$ cat config.mk
export PLATFORM = sky130hd
export DESIGN_NAME = frame_buf_write_addr_flat
export DESIGN_NICKNAME = d
export VERILOG_FILES = /design/src/rtl/frame_buf_write_addr_if.sv /design/src/rtl/frame_buf_write_addr.sv /design/src/flat_wrapper.sv
export SDC_FILE = /design/constraint.sdc
export NUM_CORES = 1
export LEC_CHECK = 0
export BUFFER_PORTS_ARGS = -buffer_cell sky130_fd_sc_hd__buf_2
export CAP_MARGIN = 20
export CORE_ASPECT_RATIO = 0.5
export CORE_UTILIZATION = 53
export DETAILED_ROUTE_END_ITERATION = 7
export PLACE_DENSITY = 0.78
export SLEW_MARGIN = 20
export SYNTH_ARGS = -nofsm -noshare
export SYNTH_HDL_FRONTEND = slang
export SYNTH_SLANG_ARGS = --single-unit
$ cat constraint.sdc
create_clock -name clock -period 3.7 [get_ports clock]
set_input_delay 1.11 -clock clock [delete_from_list [all_inputs] [get_ports clock]]
set_output_delay 1.11 -clock clock [all_outputs]
set_load 0.01 [all_outputs]
$ cat src/rtl/frame_buf_write_addr_if.sv
// Pixel write bus between a pixel source and the frame buffer write address generator.
// The source drives we/sof; the address generator returns the position, flags and buffer select.
interface frame_buf_write_addr_if #(
    parameter int ADDR_W = 20,
    parameter int X_W    = 10,
    parameter int Y_W    = 9
);
    logic              we;
    logic              sof;
    logic [ADDR_W-1:0] addr;
    logic [X_W-1:0]    x;
    logic [Y_W-1:0]    y;
    logic              line_end;
    logic              frame_end;
    logic              buf_sel;
    logic              sync_err;

    modport master (
        output we, sof,
        input  addr, x, y, line_end, frame_end, buf_sel, sync_err
    );

    modport slave (
        input  we, sof,
        output addr, x, y, line_end, frame_end, buf_sel, sync_err
    );
endinterface

$ cat src/rtl/frame_buf_write_addr.sv
// Frame buffer write address generator: linear address counter tracking (x, y) of incoming pixels.
// Define FBW_DOUBLE_BUF_EN to ping-pong frames between two buffer halves; undefined = single buffer.
module frame_buf_write_addr #(
    parameter int ADDR_W   = 20,
    parameter int H_ACTIVE = 640,
    parameter int V_ACTIVE = 480,
    parameter int X_W      = 10,
    parameter int Y_W      = 9
) (
    input  logic                   clock,
    input  logic                   reset,
    frame_buf_write_addr_if.slave  bus
);

    localparam logic [X_W-1:0]    X_LAST     = X_W'(H_ACTIVE - 1);
    localparam logic [Y_W-1:0]    Y_LAST     = Y_W'(V_ACTIVE - 1);
    localparam logic [ADDR_W-1:0] FRAME_SIZE = ADDR_W'(H_ACTIVE * V_ACTIVE);

    if (2 * H_ACTIVE * V_ACTIVE > 2 ** ADDR_W) begin : g_addr_w_check
        $error("ADDR_W too narrow for two frames of H_ACTIVE x V_ACTIVE");
    end
    if (2 ** X_W < H_ACTIVE) begin : g_x_w_check
        $error("X_W too narrow for H_ACTIVE");
    end
    if (2 ** Y_W < V_ACTIVE) begin : g_y_w_check
        $error("Y_W too narrow for V_ACTIVE");
    end

    typedef enum logic {
        WAIT_SOF,
        ACTIVE
    } state_t;

    state_t            state;
    state_t            state_next;
    logic [X_W-1:0]    x_next;
    logic [Y_W-1:0]    y_next;
    logic [ADDR_W-1:0] addr_next;
    logic              line_end_next;
    logic              frame_end_next;
    logic              buf_sel_next;
    logic              sync_err_next;

    // Position the current pixel is written at, after any sof restart is applied.
    logic [X_W-1:0]    cur_x;
    logic [Y_W-1:0]    cur_y;
    logic [ADDR_W-1:0] cur_addr;
    logic              writing;
    logic              last_pixel;

    function automatic logic [ADDR_W-1:0] base_of(input logic sel);
        return sel ? FRAME_SIZE : '0;
    endfunction

    always_comb begin
        // NOTE: every signal written here gets a default first, so no path can infer a latch.
        state_next     = state;
        x_next         = bus.x;
        y_next         = bus.y;
        addr_next      = bus.addr;
        line_end_next  = 1'b0;
        frame_end_next = 1'b0;
        buf_sel_next   = bus.buf_sel;
        sync_err_next  = bus.sync_err;
        cur_x          = bus.x;
        cur_y          = bus.y;
        cur_addr       = bus.addr;
        writing        = (state == ACTIVE) && bus.we;
        last_pixel     = writing && (bus.x == X_LAST) && (bus.y == Y_LAST);

        // sof coinciding with the last pixel lets that frame complete normally and just keeps us ACTIVE.
        if (bus.sof && !last_pixel) begin
            if ((state == ACTIVE) && ((bus.x != '0) || (bus.y != '0))) begin
                sync_err_next = 1'b1;
            end
            cur_x      = '0;
            cur_y      = '0;
            cur_addr   = base_of(bus.buf_sel);
            writing    = bus.we;
            state_next = ACTIVE;
            x_next     = '0;
            y_next     = '0;
            addr_next  = cur_addr;
        end

        if (writing) begin
            if (cur_x == X_LAST) begin
                x_next        = '0;
                line_end_next = 1'b1;
                if (cur_y == Y_LAST) begin
                    y_next         = '0;
                    frame_end_next = 1'b1;
`ifdef FBW_DOUBLE_BUF_EN
                    buf_sel_next   = ~bus.buf_sel;
`endif
                    addr_next      = base_of(buf_sel_next);
                    state_next     = bus.sof ? ACTIVE : WAIT_SOF;
                end else begin
                    y_next    = cur_y + Y_W'(1);
                    addr_next = cur_addr + ADDR_W'(1);
                end
            end else begin
                x_next    = cur_x + X_W'(1);
                addr_next = cur_addr + ADDR_W'(1);
            end
        end
    end

    // NOTE: sequential state is updated with non-blocking assignments only, so every register samples pre-edge values.
    always_ff @(posedge clock) begin
        if (reset) begin
            state         <= WAIT_SOF;
            bus.addr      <= '0;
            bus.x         <= '0;
            bus.y         <= '0;
            bus.line_end  <= 1'b0;
            bus.frame_end <= 1'b0;
            bus.buf_sel   <= 1'b0;
            bus.sync_err  <= 1'b0;
        end else begin
            state         <= state_next;
            bus.addr      <= addr_next;
            bus.x         <= x_next;
            bus.y         <= y_next;
            bus.line_end  <= line_end_next;
            bus.frame_end <= frame_end_next;
            bus.buf_sel   <= buf_sel_next;
            bus.sync_err  <= sync_err_next;
        end
    end

endmodule
$ cat src/flat_wrapper.sv
// flat-port wrapper written by rule: the top's interface ports become plain ports
module frame_buf_write_addr_flat 
#(
    parameter int ADDR_W   = 20,
    parameter int H_ACTIVE = 640,
    parameter int V_ACTIVE = 480,
    parameter int X_W      = 10,
    parameter int Y_W      = 9
)
  (clock, reset, bus_we, bus_sof, bus_addr, bus_x, bus_y, bus_line_end, bus_frame_end, bus_buf_sel, bus_sync_err);
  frame_buf_write_addr_if #(.ADDR_W(ADDR_W), .X_W(X_W), .Y_W(Y_W)) bus_i ();
  input  logic clock;
  input  logic reset;
  input wire logic [$bits(bus_i.we)-1:0] bus_we;
  input wire logic [$bits(bus_i.sof)-1:0] bus_sof;
  output wire logic [$bits(bus_i.addr)-1:0] bus_addr;
  output wire logic [$bits(bus_i.x)-1:0] bus_x;
  output wire logic [$bits(bus_i.y)-1:0] bus_y;
  output wire logic [$bits(bus_i.line_end)-1:0] bus_line_end;
  output wire logic [$bits(bus_i.frame_end)-1:0] bus_frame_end;
  output wire logic [$bits(bus_i.buf_sel)-1:0] bus_buf_sel;
  output wire logic [$bits(bus_i.sync_err)-1:0] bus_sync_err;
  assign bus_i.we = bus_we;
  assign bus_i.sof = bus_sof;
  assign bus_addr = bus_i.addr;
  assign bus_x = bus_i.x;
  assign bus_y = bus_i.y;
  assign bus_line_end = bus_i.line_end;
  assign bus_frame_end = bus_i.frame_end;
  assign bus_buf_sel = bus_i.buf_sel;
  assign bus_sync_err = bus_i.sync_err;
  frame_buf_write_addr #(.ADDR_W(ADDR_W), .H_ACTIVE(H_ACTIVE), .V_ACTIVE(V_ACTIVE), .X_W(X_W), .Y_W(Y_W)) u_core (.clock(clock), .reset(reset), .bus(bus_i));
endmodule
* Word-level counts from Yosys, hierarchy flattened
Cells that the tools add are included.
W data, S select, Z words.
** Word-level totals
- Register bits after elaboration :: 43
- Input port bits :: 4
- Word-level logic and storage cells :: 47
** Operators by class
- Add/subtract/negate cells :: 3
- Equal/unequal tests :: 4
- Mux-type cells :: 19
- Bitwise logic cells :: 2
- Reductions and logical operators :: 12
** Operators by type and width (count)
- $mux W20 :: 4
- $mux W9 :: 4
- $mux W10 :: 3
- $add A20 B1 Y20 const B :: 1
- $eq A10 B10 Y1 const B :: 2
- $eq A9 B9 Y1 const B :: 2
- $add A10 B1 Y10 const B :: 1
- $reduce_bool A10 Y1 :: 1
- $add A9 B1 Y9 const B :: 1
- $reduce_bool A9 Y1 :: 1
- $mux W1 :: 8
- $logic_and A1 B1 Y1 :: 5
- $reduce_or A3 Y1 :: 1
- $not A1 Y1 :: 2
- $reduce_and A2 Y1 :: 1
- $reduce_or A2 Y1 :: 1
- $logic_not A1 Y1 :: 1
- $logic_or A1 B1 Y1 :: 1

* Depth between registers and ports, before layout
- Depth in word-level cells :: 10
- Gate-level depth with buffers :: 14
- Mapped depth without buffers :: 10

* Least setup slack after synthesis
No wires, ideal clock.
- Path type :: input -> register
- Start point :: input bus_we
- End point :: register u_core.bus.y[6]
- Library setup time :: 0.128 ns
- Arrival time :: 3.280 ns
- Required time :: 3.572 ns
- Path slack :: 0.293 ns
- Stages :: 13
- Cells stage by stage :: nand2_1 nor2_2 a31oi_4 buf_6 clkbuf_1 nor2b_1 ha_1 nand3_1 nor4_1 nor2b_1 or3_1 clkbuf_1 nor2_1
** On the way
- Longest elaborated chain between the ends :: 10
- Elaborated cells between the ends (all ways) :: 14
** Ends and longest elaborated chain
- start: declaration :: line flat_wrapper.sv:14 : input wire logic [$bits(bus_i.we)-1:0] bus_we;
- $logic_and A1 B1 Y1 :: line frame_buf_write_addr.sv:68 : writing = (state == ACTIVE) && bus.we;
- $logic_and A1 B1 Y1 (2 in a row) :: line frame_buf_write_addr.sv:69 : last_pixel = writing && (bus.x == X_LAST) && (bus.y == Y_LAST);
- $logic_not A1 Y1 :: line frame_buf_write_addr.sv:72 : if (bus.sof && !last_pixel) begin
- $logic_and A1 B1 Y1 :: line frame_buf_write_addr.sv:72
- $mux W9 :: line frame_buf_write_addr.sv:72
- $add A9 B1 Y9 / $eq A9 B9 Y1 (equally long branches) :: line frame_buf_write_addr.sv:99, frame_buf_write_addr.sv:90
- $mux W9 :: line frame_buf_write_addr.sv:90 : if (cur_y == Y_LAST) begin
- $mux W9 :: line frame_buf_write_addr.sv:87 : if (cur_x == X_LAST) begin
- $mux W9 * :: line frame_buf_write_addr.sv:86 : if (writing) begin
- end signal: assignment :: line frame_buf_write_addr.sv:124 : bus.y <= y_next;
- end: declaration :: line frame_buf_write_addr_if.sv:25 : output addr, x, y, line_end, frame_end, buf_sel, sync_err
Every way passes the cells marked *; elsewhere a longest branch is shown, timed or not.
A chain may end at the register's enable or synchronous reset.

* Worst setup path after layout
- Start point :: input bus_we
- End point :: register u_core.bus.addr[2]
** On the way
- Longest elaborated chain between the ends :: 10
- Elaborated cells between the ends (all ways) :: 15
** Ends and longest elaborated chain
- $logic_and A1 B1 Y1 :: line frame_buf_write_addr.sv:68
- $logic_and A1 B1 Y1 (2 in a row) :: line frame_buf_write_addr.sv:69
- $logic_not A1 Y1 :: line frame_buf_write_addr.sv:72
- $logic_and A1 B1 Y1 :: line frame_buf_write_addr.sv:72
- $mux W20 / $mux W9 (equally long branches) :: line frame_buf_write_addr.sv:72
- $add A20 B1 Y20 / $eq A9 B9 Y1 (equally long branches) :: line frame_buf_write_addr.sv:100, frame_buf_write_addr.sv:104, frame_buf_write_addr.sv:90
- $mux W20 :: line frame_buf_write_addr.sv:90
- $mux W20 :: line frame_buf_write_addr.sv:87
- $mux W20 * :: line frame_buf_write_addr.sv:86
- end signal: assignment :: line frame_buf_write_addr.sv:122 : bus.addr <= addr_next;
- end: declaration :: line frame_buf_write_addr_if.sv:25
Marked as above.

==> summary.txt <==
pin count of the biggest net entering global routing: 24
NetSw: 0.195 mW
Std-Cell Rows: 16
min-delay src: u_core.bus.sync_err$_SDFFE_PP0P_
first-pass GRT wire length: 8150 um
Crit Path Max Fanout: 9
WHS Path Cells: 2
clk buf depth: 2
CORE AREA: 0.00392 mm^2
Post-Syn Nets: 270
# setup viols final: 0
CTS Sinks: 43
RSZ-0062 raised after global routing: false
Clk pwr share: 39.3%
CP Launch Type: input pin
# fillers: 354
Int Pwr: 0.649 mW
r2r startpoint: u_core.bus.x[7]$_SDFF_PP0_
Ys Warns: 0
post-route cell area: 0.00257 mm^2
Switching Share: 23.1%
CTS clk-pin slew, worst paths: 0.08 ns
gpl congestion: 0.967
most area-consuming cells after synthesis: dfxtp_1 (39%), xor2_1 (4.8%), nor2_1 (4.5%)
top-count cell post-synth: dfxtp_1
depth of the worst register-to-register path: 10
VDD IR-drop max: 0.000178 V
post-synth cell types: 45
clock skew: 0.00588 ns
synthesis-to-finish area growth: 17.4%
top_reg_cell synth: dfxtp_1
TNS Setup: 0 ns
Worst Setup Path Type: in2reg
Die Y-Extent: 47.5 um
Die X-Extent: 92.9 um
share of post-route cells with drive strength above 1: 19.9%
Pwr per Cell Area: 328 mW/mm^2
post-DR wirelength/cell: 15.2 um
post-DP HPWL: 3970 um
clk root buf: clkbuf_8
Synth Cell Area: 0.00219 mm^2
iteration-0 DRC count of the detailed router: 90
H-tree depth: 2
cts bufs inserted: 5
Residual DRC: 0
worst hold endpoint: u_core.bus.sync_err$_SDFFE_PP0P_
post-layout util: 65.5%
number of global-route vias before repair: 1712
period utilization: 86.1%
Initial Util: 55.8%
Final Max Tran Viols: 0
IO buf count: 45
P_leak: 1.01 nW
vias per inst: 5.95
CP Data Required Time: 3.88 ns
hold_buf cts: 0
multi-input logic area: 0.00127 mm^2
Final nets: 317
status: complete, no violations
initial antenna violation count: 0
ANT nets after route: 0
# diodes: 0
crit end category: register
reg2reg end: u_core.bus.addr[2]$_SDFF_PP0_
final WL: 5540 um
Synth Register Bits: 43
EDFF count, synth: 0
reg2reg setup slack: 0.63 ns
Vias: 2171
max cap viols: 0
area share of the leading cell type in the synthesized netlist: 39.3%
gr usage total: 24.5%
FMAX: 314 MHz
area leader, netlist: dfxtp_1
Post-CTS Setup Bufs: 0
worst hold path class: reg2reg
Worst EP arrival: 3.36 ns
final hold viol count: 0
Flop pwr share: 55.7%
Tmin final: 3.18 ns
DP Area: 0.00247 mm^2
sequential fraction of the synthesis area: 39.3%
Post-synth top cells: dfxtp_1 (43), nor2_1 (26), nand2_1 (22)
TritonCTS clock tree: yes
clk_lat worst skew: 0.30 ns
Mapped Cells: 263
die area: 0.00441 mm^2
io pins: 47
Avg Synthesized Cell Area: 8.33 um^2
cts repair resizes: 0
Hold WS: 0.480 ns
FFs w/ async S/R, synth: 0%
part of the power in combinational logic: 5.0%
FF/Latch Area: 861 um^2
DR pass1 iterations: 4
total grt overflow: 0
-- cell usage in the layout, fill, tap and decap left out, drive strengths merged, types with 2 or more instances in the layout --
master and n:
nor3 4, nand4 9, inv 3, ha 3
nor2b 8, nor4 7, and4 2, or4 8
a21oi 16, xor2 12, and3 11, a311oi 2
xnor2 5, buf 50, clkbuf 8, a31oi 3
a211oi 3, o31ai 7, or3 8, dfxtp 43
and2 7, nor2 27, nand4b 2, nand3 19
nand2 22, o21ai 7
-- registers in the layout (all words and copies together) (netlist names) --
name / count
u_core.bus.addr: 20
u_core.bus.frame_end: 1
u_core.bus.line_end: 1
u_core.state: 1
u_core.bus.y: 9
u_core.bus.sync_err: 1
u_core.bus.x: 10
-- cells by family (layout without fill, tap and decap cells) --
kind of cell / Yosys count / count (layout) / synth area share [%]
compound gates: 46 / 46 / 14.1
other cells: 1 / 1 / 0.171
fa+ha+maj: 3 / 3 / 1.71
buf+inv: 13 / 61 / 2.74
xor+xnor: 17 / 17 / 6.80
flops: 43 / 43 / 39.3
simple gates: 140 / 140 / 35.1
-- final cells by class --
| class | count | area share (%) |
|---|---|---|
| timing repair buffer | 50 | 10.2 |
| inverter | 3 | 0.438 |
| tap | 54 | 2.63 |
| multi-input combinational | 207 | 49.3 |
| sequential | 43 | 33.5 |
| clock buffer | 8 | 3.89 |
-- how the worst max path moves through the flow --
stage | start | end | slack, ns | cells after the start
floorplan | bus_we | u_core.bus.y[6]$_SDFF_PP0_ | 0.29 | 13
global placement | bus_we | u_core.bus.y[8]$_SDFF_PP0_ | 0.40 | 12
detailed placement | bus_we | u_core.bus.y[8]$_SDFF_PP0_ | 0.24 | 12
CTS | bus_we | u_core.bus.y[8]$_SDFF_PP0_ | 0.56 | 12
global route | bus_we | u_core.bus.y[8]$_SDFF_PP0_ | 0.40 | 12
finish | bus_we | u_core.bus.addr[2]$_SDFF_PP0_ | 0.52 | 11
-- critical path, stage by stage --
cell and delay (ns):
buf_2 0.15, nand2_1 0.13, nor2_2 0.21, a31oi_4 0.15, nor2b_1 0.21, ha_1 0.22
nand3_1 0.12, nor2_1 0.40, nand2_1 0.23, nor3_1 0.35, a311oi_1 0.09
-- through the flow --
stage	std cells	setup WS [ns]	power, mW
6_report	365	0.515	0.844
5_1_grt	365	0.396	0.869
4_1_cts	365	0.564	0.845
3_5_place_dp	357	0.242	0.522
3_3_place_gp	357	0.399	0.521
2_1_floorplan	263	0.293	0.508
-- power by group through the flow --
stage               registers (mW)  clock network [mW]  logic, mW
global route                 0.471               0.352     0.0459
global placement             0.481                   0     0.0400
finish                       0.470               0.332     0.0423
CTS                          0.470               0.334     0.0416
detailed placement           0.481                   0     0.0413
floorplan                    0.481                   0     0.0271
-- routing by layer --
layer  global-route usage, %  share of wire (%)
met3                    6.19                7.5
met4                    8.00               0.96
met5                       0                  0
met1                    32.6                 47
met2                    40.6                 45
No activity file was read; power rests on OpenSTA's default activity.
